$ cat src/rtl/fnd_pkg.sv
// -----------------------------------------------------------------------------
// fnd_pkg
// Shared constants and helpers for the stopwatch 7-segment display path.
//   - SEG_*            : active-low segment patterns {g,f,e,d,c,b,a}
//   - DIGITS           : number of multiplexed display digits
//   - SCAN_COUNT_DEFAULT : clk cycles per digit slot (1 kHz at 100 MHz)
//   - DP_BLINK_THRESH  : centisecond threshold for the 1 Hz dp blink
//   - snap_t           : frame snapshot of the time fields and display mode
//   - bcd_ones/bcd_tens: 7-bit unsigned %10 and /10, truncated to 4 bits
// -----------------------------------------------------------------------------
package fnd_pkg;

  localparam int DIGITS             = 4;
  localparam int SCAN_COUNT_DEFAULT = 100_000;

  localparam logic [6:0] DP_BLINK_THRESH = 7'd50;

  localparam logic [6:0] SEG_0     = 7'h40;
  localparam logic [6:0] SEG_1     = 7'h79;
  localparam logic [6:0] SEG_2     = 7'h24;
  localparam logic [6:0] SEG_3     = 7'h30;
  localparam logic [6:0] SEG_4     = 7'h19;
  localparam logic [6:0] SEG_5     = 7'h12;
  localparam logic [6:0] SEG_6     = 7'h02;
  localparam logic [6:0] SEG_7     = 7'h78;
  localparam logic [6:0] SEG_8     = 7'h00;
  localparam logic [6:0] SEG_9     = 7'h10;
  localparam logic [6:0] SEG_BLANK = 7'h7F;

  typedef struct packed {
    logic       mode;   // 0 = sec.msec, 1 = hour.min
    logic [6:0] msec;
    logic [5:0] sec;
    logic [5:0] min;
    logic [4:0] hour;
  } snap_t;

  function automatic logic [3:0] bcd_ones(input logic [6:0] v);
    logic [6:0] r;
    r = v % 7'd10;
    return r[3:0];
  endfunction

  // Out-of-range values (e.g. 120) give a tens digit >= 10, which the
  // segment decoder blanks.
  function automatic logic [3:0] bcd_tens(input logic [6:0] v);
    logic [6:0] q;
    q = v / 7'd10;
    return q[3:0];
  endfunction

endpackage

$ cat src/rtl/stopwatch_fnd_ctrl_if.sv
// -----------------------------------------------------------------------------
// stopwatch_fnd_ctrl_if
// Bundle between the stopwatch datapath / board and the FND controller.
//   sw_mode  : display mode (0 = sec.msec, 1 = hour.min)
//   msec/sec/min/hour : time fields from the datapath
//   fnd_com  : digit enables, active-low, bit 0 = rightmost digit
//   fnd_data : segments, active-low, {dp,g,f,e,d,c,b,a}
// master = datapath/board side, slave = display controller.
// -----------------------------------------------------------------------------
interface stopwatch_fnd_ctrl_if;
  logic       sw_mode;
  logic [6:0] msec;
  logic [5:0] sec;
  logic [5:0] min;
  logic [4:0] hour;
  logic [3:0] fnd_com;
  logic [7:0] fnd_data;

  modport master (
    output sw_mode, msec, sec, min, hour,
    input  fnd_com, fnd_data
  );

  modport slave (
    input  sw_mode, msec, sec, min, hour,
    output fnd_com, fnd_data
  );
endinterface

$ cat src/rtl/fnd_seg_decoder.sv
// -----------------------------------------------------------------------------
// fnd_seg_decoder
// Combinational BCD to active-low 7-segment decoder.
//   i_digit : 4-bit digit value; 10..15 decode to blank
//   o_seg   : active-low segments {g,f,e,d,c,b,a}
// -----------------------------------------------------------------------------
module fnd_seg_decoder
  import fnd_pkg::*;
(
  input  logic [3:0] i_digit,
  output logic [6:0] o_seg
);

  always_comb begin
    unique case (i_digit)
      4'd0:    o_seg = SEG_0;
      4'd1:    o_seg = SEG_1;
      4'd2:    o_seg = SEG_2;
      4'd3:    o_seg = SEG_3;
      4'd4:    o_seg = SEG_4;
      4'd5:    o_seg = SEG_5;
      4'd6:    o_seg = SEG_6;
      4'd7:    o_seg = SEG_7;
      4'd8:    o_seg = SEG_8;
      4'd9:    o_seg = SEG_9;
      default: o_seg = SEG_BLANK;
    endcase
  end

endmodule

$ cat src/rtl/stopwatch_fnd_ctrl.sv
// -----------------------------------------------------------------------------
// stopwatch_fnd_ctrl
// Scans a 4-digit common-anode 7-segment display from the stopwatch time
// fields. The fields and mode are snapshotted once per scan frame so that a
// frame always shows one coherent time value in one mode.
//   clk   : system clock
//   reset : asynchronous, active-high
//   bus   : stopwatch_fnd_ctrl_if.slave (time fields in, fnd_com/fnd_data out)
// Parameter SCAN_COUNT: clk cycles per digit slot (>= 2).
// -----------------------------------------------------------------------------
module stopwatch_fnd_ctrl
  import fnd_pkg::*;
#(
  parameter int SCAN_COUNT = SCAN_COUNT_DEFAULT
) (
  input  logic                 clk,
  input  logic                 reset,
  stopwatch_fnd_ctrl_if.slave  bus
);

  localparam int CNT_W = (SCAN_COUNT > 2) ? $clog2(SCAN_COUNT) : 1;
  localparam int SEL_W = $clog2(DIGITS);
  localparam logic [CNT_W-1:0] CNT_LAST = CNT_W'(SCAN_COUNT - 1);

  logic [CNT_W-1:0]  r_cnt;
  logic [SEL_W-1:0]  r_digit_sel;
  snap_t             r_snap;
  logic [DIGITS-1:0] r_fnd_com;
  logic [7:0]        r_fnd_data;

  logic       w_strobe;
  logic [6:0] w_src;
  logic [3:0] w_digit;
  logic [6:0] w_seg;
  logic       w_dp;

  assign w_strobe = (r_cnt == CNT_LAST);

  // Scan counter, digit select and frame snapshot.
  // NOTE: sequential state uses non-blocking assignments so every register
  // samples the pre-edge values, independent of statement order.
  // NOTE: the snapshot is reset too, so the first frame shows a defined
  // all-zero time rather than whatever the datapath happens to present.
  always_ff @(posedge clk or posedge reset) begin
    if (reset) begin
      r_cnt       <= '0;
      r_digit_sel <= '0;
      r_snap      <= '0;
    end else if (w_strobe) begin
      r_cnt       <= '0;
      r_digit_sel <= r_digit_sel + 1'b1;
      // Capture at the end of the last slot so the next frame starts at
      // digit 0 with values that stay fixed for the whole frame.
      if (r_digit_sel == SEL_W'(DIGITS - 1)) begin
        r_snap.mode <= bus.sw_mode;
        r_snap.msec <= bus.msec;
        r_snap.sec  <= bus.sec;
        r_snap.min  <= bus.min;
        r_snap.hour <= bus.hour;
      end
    end else begin
      r_cnt <= r_cnt + 1'b1;
    end
  end

  // Digit mux: bit 1 picks the left/right pair, bit 0 picks tens/ones.
  // NOTE: every always_comb output gets a default first, so no path leaves a
  // signal unassigned and no latch is inferred.
  always_comb begin
    w_src   = '0;
    w_digit = '0;
    w_dp    = 1'b1;
    if (r_digit_sel[1])
      w_src = r_snap.mode ? {2'b00, r_snap.hour} : {1'b0, r_snap.sec};
    else
      w_src = r_snap.mode ? {1'b0, r_snap.min} : r_snap.msec;
    w_digit = r_digit_sel[0] ? bcd_tens(w_src) : bcd_ones(w_src);
    // Separator dp on digit 2 only; lit (0) for the first half of each
    // second in mode 0, on even seconds in mode 1.
    if (r_digit_sel == SEL_W'(2))
      w_dp = r_snap.mode ? r_snap.sec[0] : (r_snap.msec >= DP_BLINK_THRESH);
  end

  fnd_seg_decoder u_seg_dec (
    .i_digit (w_digit),
    .o_seg   (w_seg)
  );

  // Registered outputs: glitch-free pins, one clk behind digit_sel.
  always_ff @(posedge clk or posedge reset) begin
    if (reset) begin
      r_fnd_com  <= '1;
      r_fnd_data <= 8'hFF;
    end else begin
      r_fnd_com  <= ~(DIGITS'(1) << r_digit_sel);
      r_fnd_data <= {w_dp, w_seg};
    end
  end

  assign bus.fnd_com  = r_fnd_com;
  assign bus.fnd_data = r_fnd_data;

endmodule
$ cat src/flat_wrapper.sv
// flat-port wrapper written by rule: the top's interface ports become plain ports
module stopwatch_fnd_ctrl_flat import fnd_pkg::*;
#(
  parameter int SCAN_COUNT = SCAN_COUNT_DEFAULT
)
  (clk, reset, bus_sw_mode, bus_msec, bus_sec, bus_min, bus_hour, bus_fnd_com, bus_fnd_data);
  stopwatch_fnd_ctrl_if bus_i ();
  input  logic clk;
  input  logic reset;
  input wire logic [$bits(bus_i.sw_mode)-1:0] bus_sw_mode;
  input wire logic [$bits(bus_i.msec)-1:0] bus_msec;
  input wire logic [$bits(bus_i.sec)-1:0] bus_sec;
  input wire logic [$bits(bus_i.min)-1:0] bus_min;
  input wire logic [$bits(bus_i.hour)-1:0] bus_hour;
  output wire logic [$bits(bus_i.fnd_com)-1:0] bus_fnd_com;
  output wire logic [$bits(bus_i.fnd_data)-1:0] bus_fnd_data;
  assign bus_i.sw_mode = bus_sw_mode;
  assign bus_i.msec = bus_msec;
  assign bus_i.sec = bus_sec;
  assign bus_i.min = bus_min;
  assign bus_i.hour = bus_hour;
  assign bus_fnd_com = bus_i.fnd_com;
  assign bus_fnd_data = bus_i.fnd_data;
  stopwatch_fnd_ctrl #(.SCAN_COUNT(SCAN_COUNT)) u_core (.clk(clk), .reset(reset), .bus(bus_i));
endmodule
$ cat config.mk
export PLATFORM = sky130hd
export DESIGN_NAME = stopwatch_fnd_ctrl_flat
export DESIGN_NICKNAME = d
export VERILOG_FILES = /design/src/rtl/fnd_pkg.sv /design/src/rtl/stopwatch_fnd_ctrl_if.sv /design/src/rtl/fnd_seg_decoder.sv /design/src/rtl/stopwatch_fnd_ctrl.sv /design/src/flat_wrapper.sv
export SDC_FILE = /design/constraint.sdc
export NUM_CORES = 1
export LEC_CHECK = 0
export ABC_CLOCK_PERIOD_IN_PS = 4190
export CORE_MARGIN = 5
export CORE_UTILIZATION = 55
export DETAILED_ROUTE_END_ITERATION = 7
export PLACE_DENSITY_LB_ADDON = 0.15
export RECOVER_POWER = 100
export SYNTH_ARGS = -nofsm -noshare
export SYNTH_HDL_FRONTEND = slang
export SYNTH_HIERARCHICAL = 1
export SYNTH_SLANG_ARGS = --single-unit
$ cat constraint.sdc
create_clock -name clk -period 4.19 [get_ports clk]
set_clock_uncertainty 0.05 [all_clocks]
set_input_delay 0.838 -clock clk [delete_from_list [all_inputs] [get_ports clk]]
set_output_delay 0.838 -clock clk [all_outputs]
set_load 0.005 [all_outputs]
==> key figures <==
Logic synthesis
  – Synth Area in Adders: 0.0447
  – EDFF count, synth: 0
  – Syn nets: 314
  – Top-count cell post-synth: dfrtp_1
  – Ys Warns: 6
  – Top cells by count, synth: dfrtp_1 (44), nor2_1 (30), mux2_4 (20), inv_1 (19), nand2_1 (18)
  – Post-Synth XOR/XNOR Area: 0.0427
  – Synth area leader: dfrtp_1
  – Yosys cell types: 52
  – Ranking of synthesized cells by area: dfrtp_1 (36%), dfstp_2 (10%), mux2_4 (9.8%)
  – Main combinational cell family by area after synthesis: simple AND/OR/NAND/NOR gates
  – Synth Register Bits: 56
  – Async S/R FF share, synth: 1.00
  – Seq/Total Area, Yosys: 0.460
  – Synthesized cell area: between 0.003 and 0.004 mm2
  – Fraction of the mapped netlist area in simple logic gates: 0.155
  – Most common flop cell mapped by yosys: dfrtp_1
  – Yosys top cell area share: 0.358
  – Mux cell area share after synthesis: 0.152
  – Compound-gate portion of the synthesized area: 0.0976
  – Syn Inst Count: ~280
  – Avg Cell Area, Syn: 11.2 um2

Global routing
  – Gr usage total: 0.169
  – First-pass GRT wire length: around 10 mm
  – Initial antenna violation count: 0
  – GRT overflow: 0
  – Vias in the first global route: 2020
  – Largest net degree at the start of global routing: 30

Detailed routing
  – Vias/cell: ~5.5
  – Final ANT Viol Nets: 0
  – DRT Wirelength: between 5 and 6 mm
  – Iter 0 DRT Violations: ~160
  – Vias: 2153
  – DR DRC count: 0
  – First-pass iteration count of the detailed router: 4
  – WL/cell: ~15 um

Critical path
  – Worst EP required: 4390 ps
  – Buf/Inv on CP: 2
  – Max stage delay on crit path: roughly 480 ps
  – Top Family by Delay on Critical Path: compound AO/OA/AOI/OAI gates
  – WP data arrival: between 3000 and 4000 ps
  – Critical Path Sink Type: register
  – Worst Setup Start Kind: register
  – Crit-path cells: buf_4 -> or3b_2 -> a22oi_2 -> o21ai_0 -> a32oi_2 -> and4b_1 -> a221o_1 -> nor3_1 -> clkbuf_1 -> ha_1 -> nand2b_1 -> o21ai_0 -> a21oi_1
  – Largest fanout on the critical path: 14
  – CP max-delay cell: or3b_2
  – Critical setup path kind: reg -> reg
  – Most numerous cell on the critical path: o21ai_0

STA
  – Unrepaired setup endpoints after global routing: no
  – Post-route setup TNS: 0 ps
  – Fmax achieved: between 200 and 300 MHz
  – Slew HR: 0.0277
  – Final setup fails: 0
  – Slew of the pin with the lowest slew margin: about 1500 ps
  – Final max-slew violation count: 0
  – Hold_ws: around 430 ps
  – Post-layout min period: between 3000 and 4000 ps
  – Final hold violation count: 0
  – Fin crit share: 0.888

Clocking
  – Clk slew on worst S/H paths: 100 ps
  – CTS buffer count: 5
  – Total of cells resized after clock tree synthesis: 0
  – Clock latency on the worst-skew pair: a little over 300 ps
  – Clk sink count: 56
  – CTS tree: done
  – Clk buf depth: 2
  – Post-CTS setup buffer count: 0
  – Hold buffers post-CTS: 0
  – H-tree depth: 2
  – Root Buffer: clkbuf_8

Flow run
  – Max-Cap Viols: 0

Die
  – FP Rows: 27
  – Die area: 0.00719 mm2
  – Core ar.: 0.00547 mm2
  – Die width: between 80 and 90 um
  – Io pins: 39
  – Die Y: roughly 85 um
  – Initial core utilization: 0.562

Power
  – LEAKAGE: around 1.5 nW
  – Worst IR Drop VDD: approximately 0.00025 V
  – PwrDens: approximately 340 mW/mm2

Placement
  – Placer's final routability congestion estimate: 0.942
  – HPWL after DPL: between 4 and 5 mm
  – Post-DP Area: between 0.003 and 0.004 mm2
  – IO Port Bufs: 38

Cells and area
  – Final instance area: between 0.003 and 0.004 mm2
  – Fill count: 466
  – Layout cells sized above 1: 0.123
  – P&R area growth vs syn: 14.3%
  – Fin nets: between 300 and 400
  – Ant diodes: 0
  – Register Area: around 0.0014 mm2
  – Area occupied by multi-input gates: roughly 0.0014 mm2

Outcome
  – Status: finished clean

Worst hold path
  – Hold Crit Class: reg -> reg
-- stage by stage --
step                      total power, mW  setup WS, ps  utilization  std cells
after floorplan                     0.784           665            -        276
after global placement              0.897           680        0.643        381
after detailed placement            0.902           585        0.643        381
after CTS                            1.22           556        0.660        389
after global routing                 1.25           153        0.643        389
final                                1.19           471        0.643        389
-- kinds of logic (layout without fill, tap and decap cells) --
group | Yosys count | after routing
DFF | 56 | 56
AOI/OAI and AO/OA | 45 | 45
muxes | 31 | 31
and+or+nand+nor | 88 | 88
adders and majority gates | 11 | 11
xor gates and xnor gates | 15 | 15
buffers and inverters | 30 | 71
-- worst register-to-register path, cell delays in order (launching register included) --
cell      delay [ps]
dfrtp_1          400
buf_4            200
or3b_2           480
a22oi_2          440
o21ai_0          200
a32oi_2          360
and4b_1          250
a221o_1          250
nor3_1           210
clkbuf_1         260
ha_1             190
nand2b_1         110
o21ai_0           80
a21oi_1          150
-- routing by layer --
metal | vias to the layer above | global-route usage | share of wire
li1 | 1043 | - | -
met3 | 10 | 0.0330 | 0.052
met1 | 1031 | 0.256 | 0.48
met5 | - | 0 | 0
met2 | 69 | 0.253 | 0.46
met4 | 0 | 0.0388 | 0.015
-- report_power, final --
group / total, mW / switching, mW / internal, mW
logic: 0.256 / 0.128 / 0.128
registers: 0.613 / 0.0148 / 0.599
clock network: 0.316 / 0.181 / 0.136
total: 1.19 / 0.324 / 0.862
-- layout make-up --
cell class                      count  share of cell area
Clock inverter                      2             0.00391
Timing Repair Buffer               44               0.118
Clock buffer                        6              0.0235
Inverter                           19              0.0203
Sequential cell                    56               0.403
Multi-Input combinational cell    190               0.406
Tap cell                           72              0.0256
-- sequential cells by signal, indices dropped and copies added (netlist names) --
name / count
u_core/bus.fnd_data: 8
u_core/r_cnt: 17
u_core/r_snap: 25
u_core/bus.fnd_com: 4
u_core/r_digit_sel: 2
-- path summary, 6_finish.rpt --
kind	from	endpoint	slack, ps	cells past startpoint
setup reg to reg	u_core/r_snap[24]$_DFFE_PP0P_	u_core/bus.fnd_data[6]$_DFF_PP1_	470	13
setup / recovery	u_core/r_snap[24]$_DFFE_PP0P_	u_core/bus.fnd_data[6]$_DFF_PP1_	470	13
min in group asynchronous	reset	u_core/r_cnt[10]$_DFF_PP0_	1180	2
hold reg to reg	u_core/r_cnt[4]$_DFF_PP0_	u_core/r_cnt[4]$_DFF_PP0_	430	1
max in group asynchronous	reset	u_core/r_snap[7]$_DFFE_PP0P_	1020	3
hold / removal	u_core/r_cnt[4]$_DFF_PP0_	u_core/r_cnt[4]$_DFF_PP0_	430	1
-- cells in the final DEF, fill, tap and decap left out, types with 2 or more instances in the layout --
cell type and instances:
ha_1 11, nor4_1 3, and3_1 4, a221o_1 2, or4b_1 3, mux4_2 4, xor2_1 8, nor2b_1 2
buf_4 3, dlygate4sd3_1 13, o21ai_0 14, nor2_1 30, dfrtp_1 44, nand2b_1 6, xnor2_1 7, inv_1 19
clkbuf_8 6, nand2_1 18, dfstp_2 12, a221oi_1 2, nand3_1 9, mux2i_1 2, mux2_1 19, and2_0 2
a21oi_1 12, mux2_2 5, a31oi_1 3, clkbuf_1 3, nor3_1 2, clkdlybuf4s50_1 25
(Power assumes the default switching activity.)
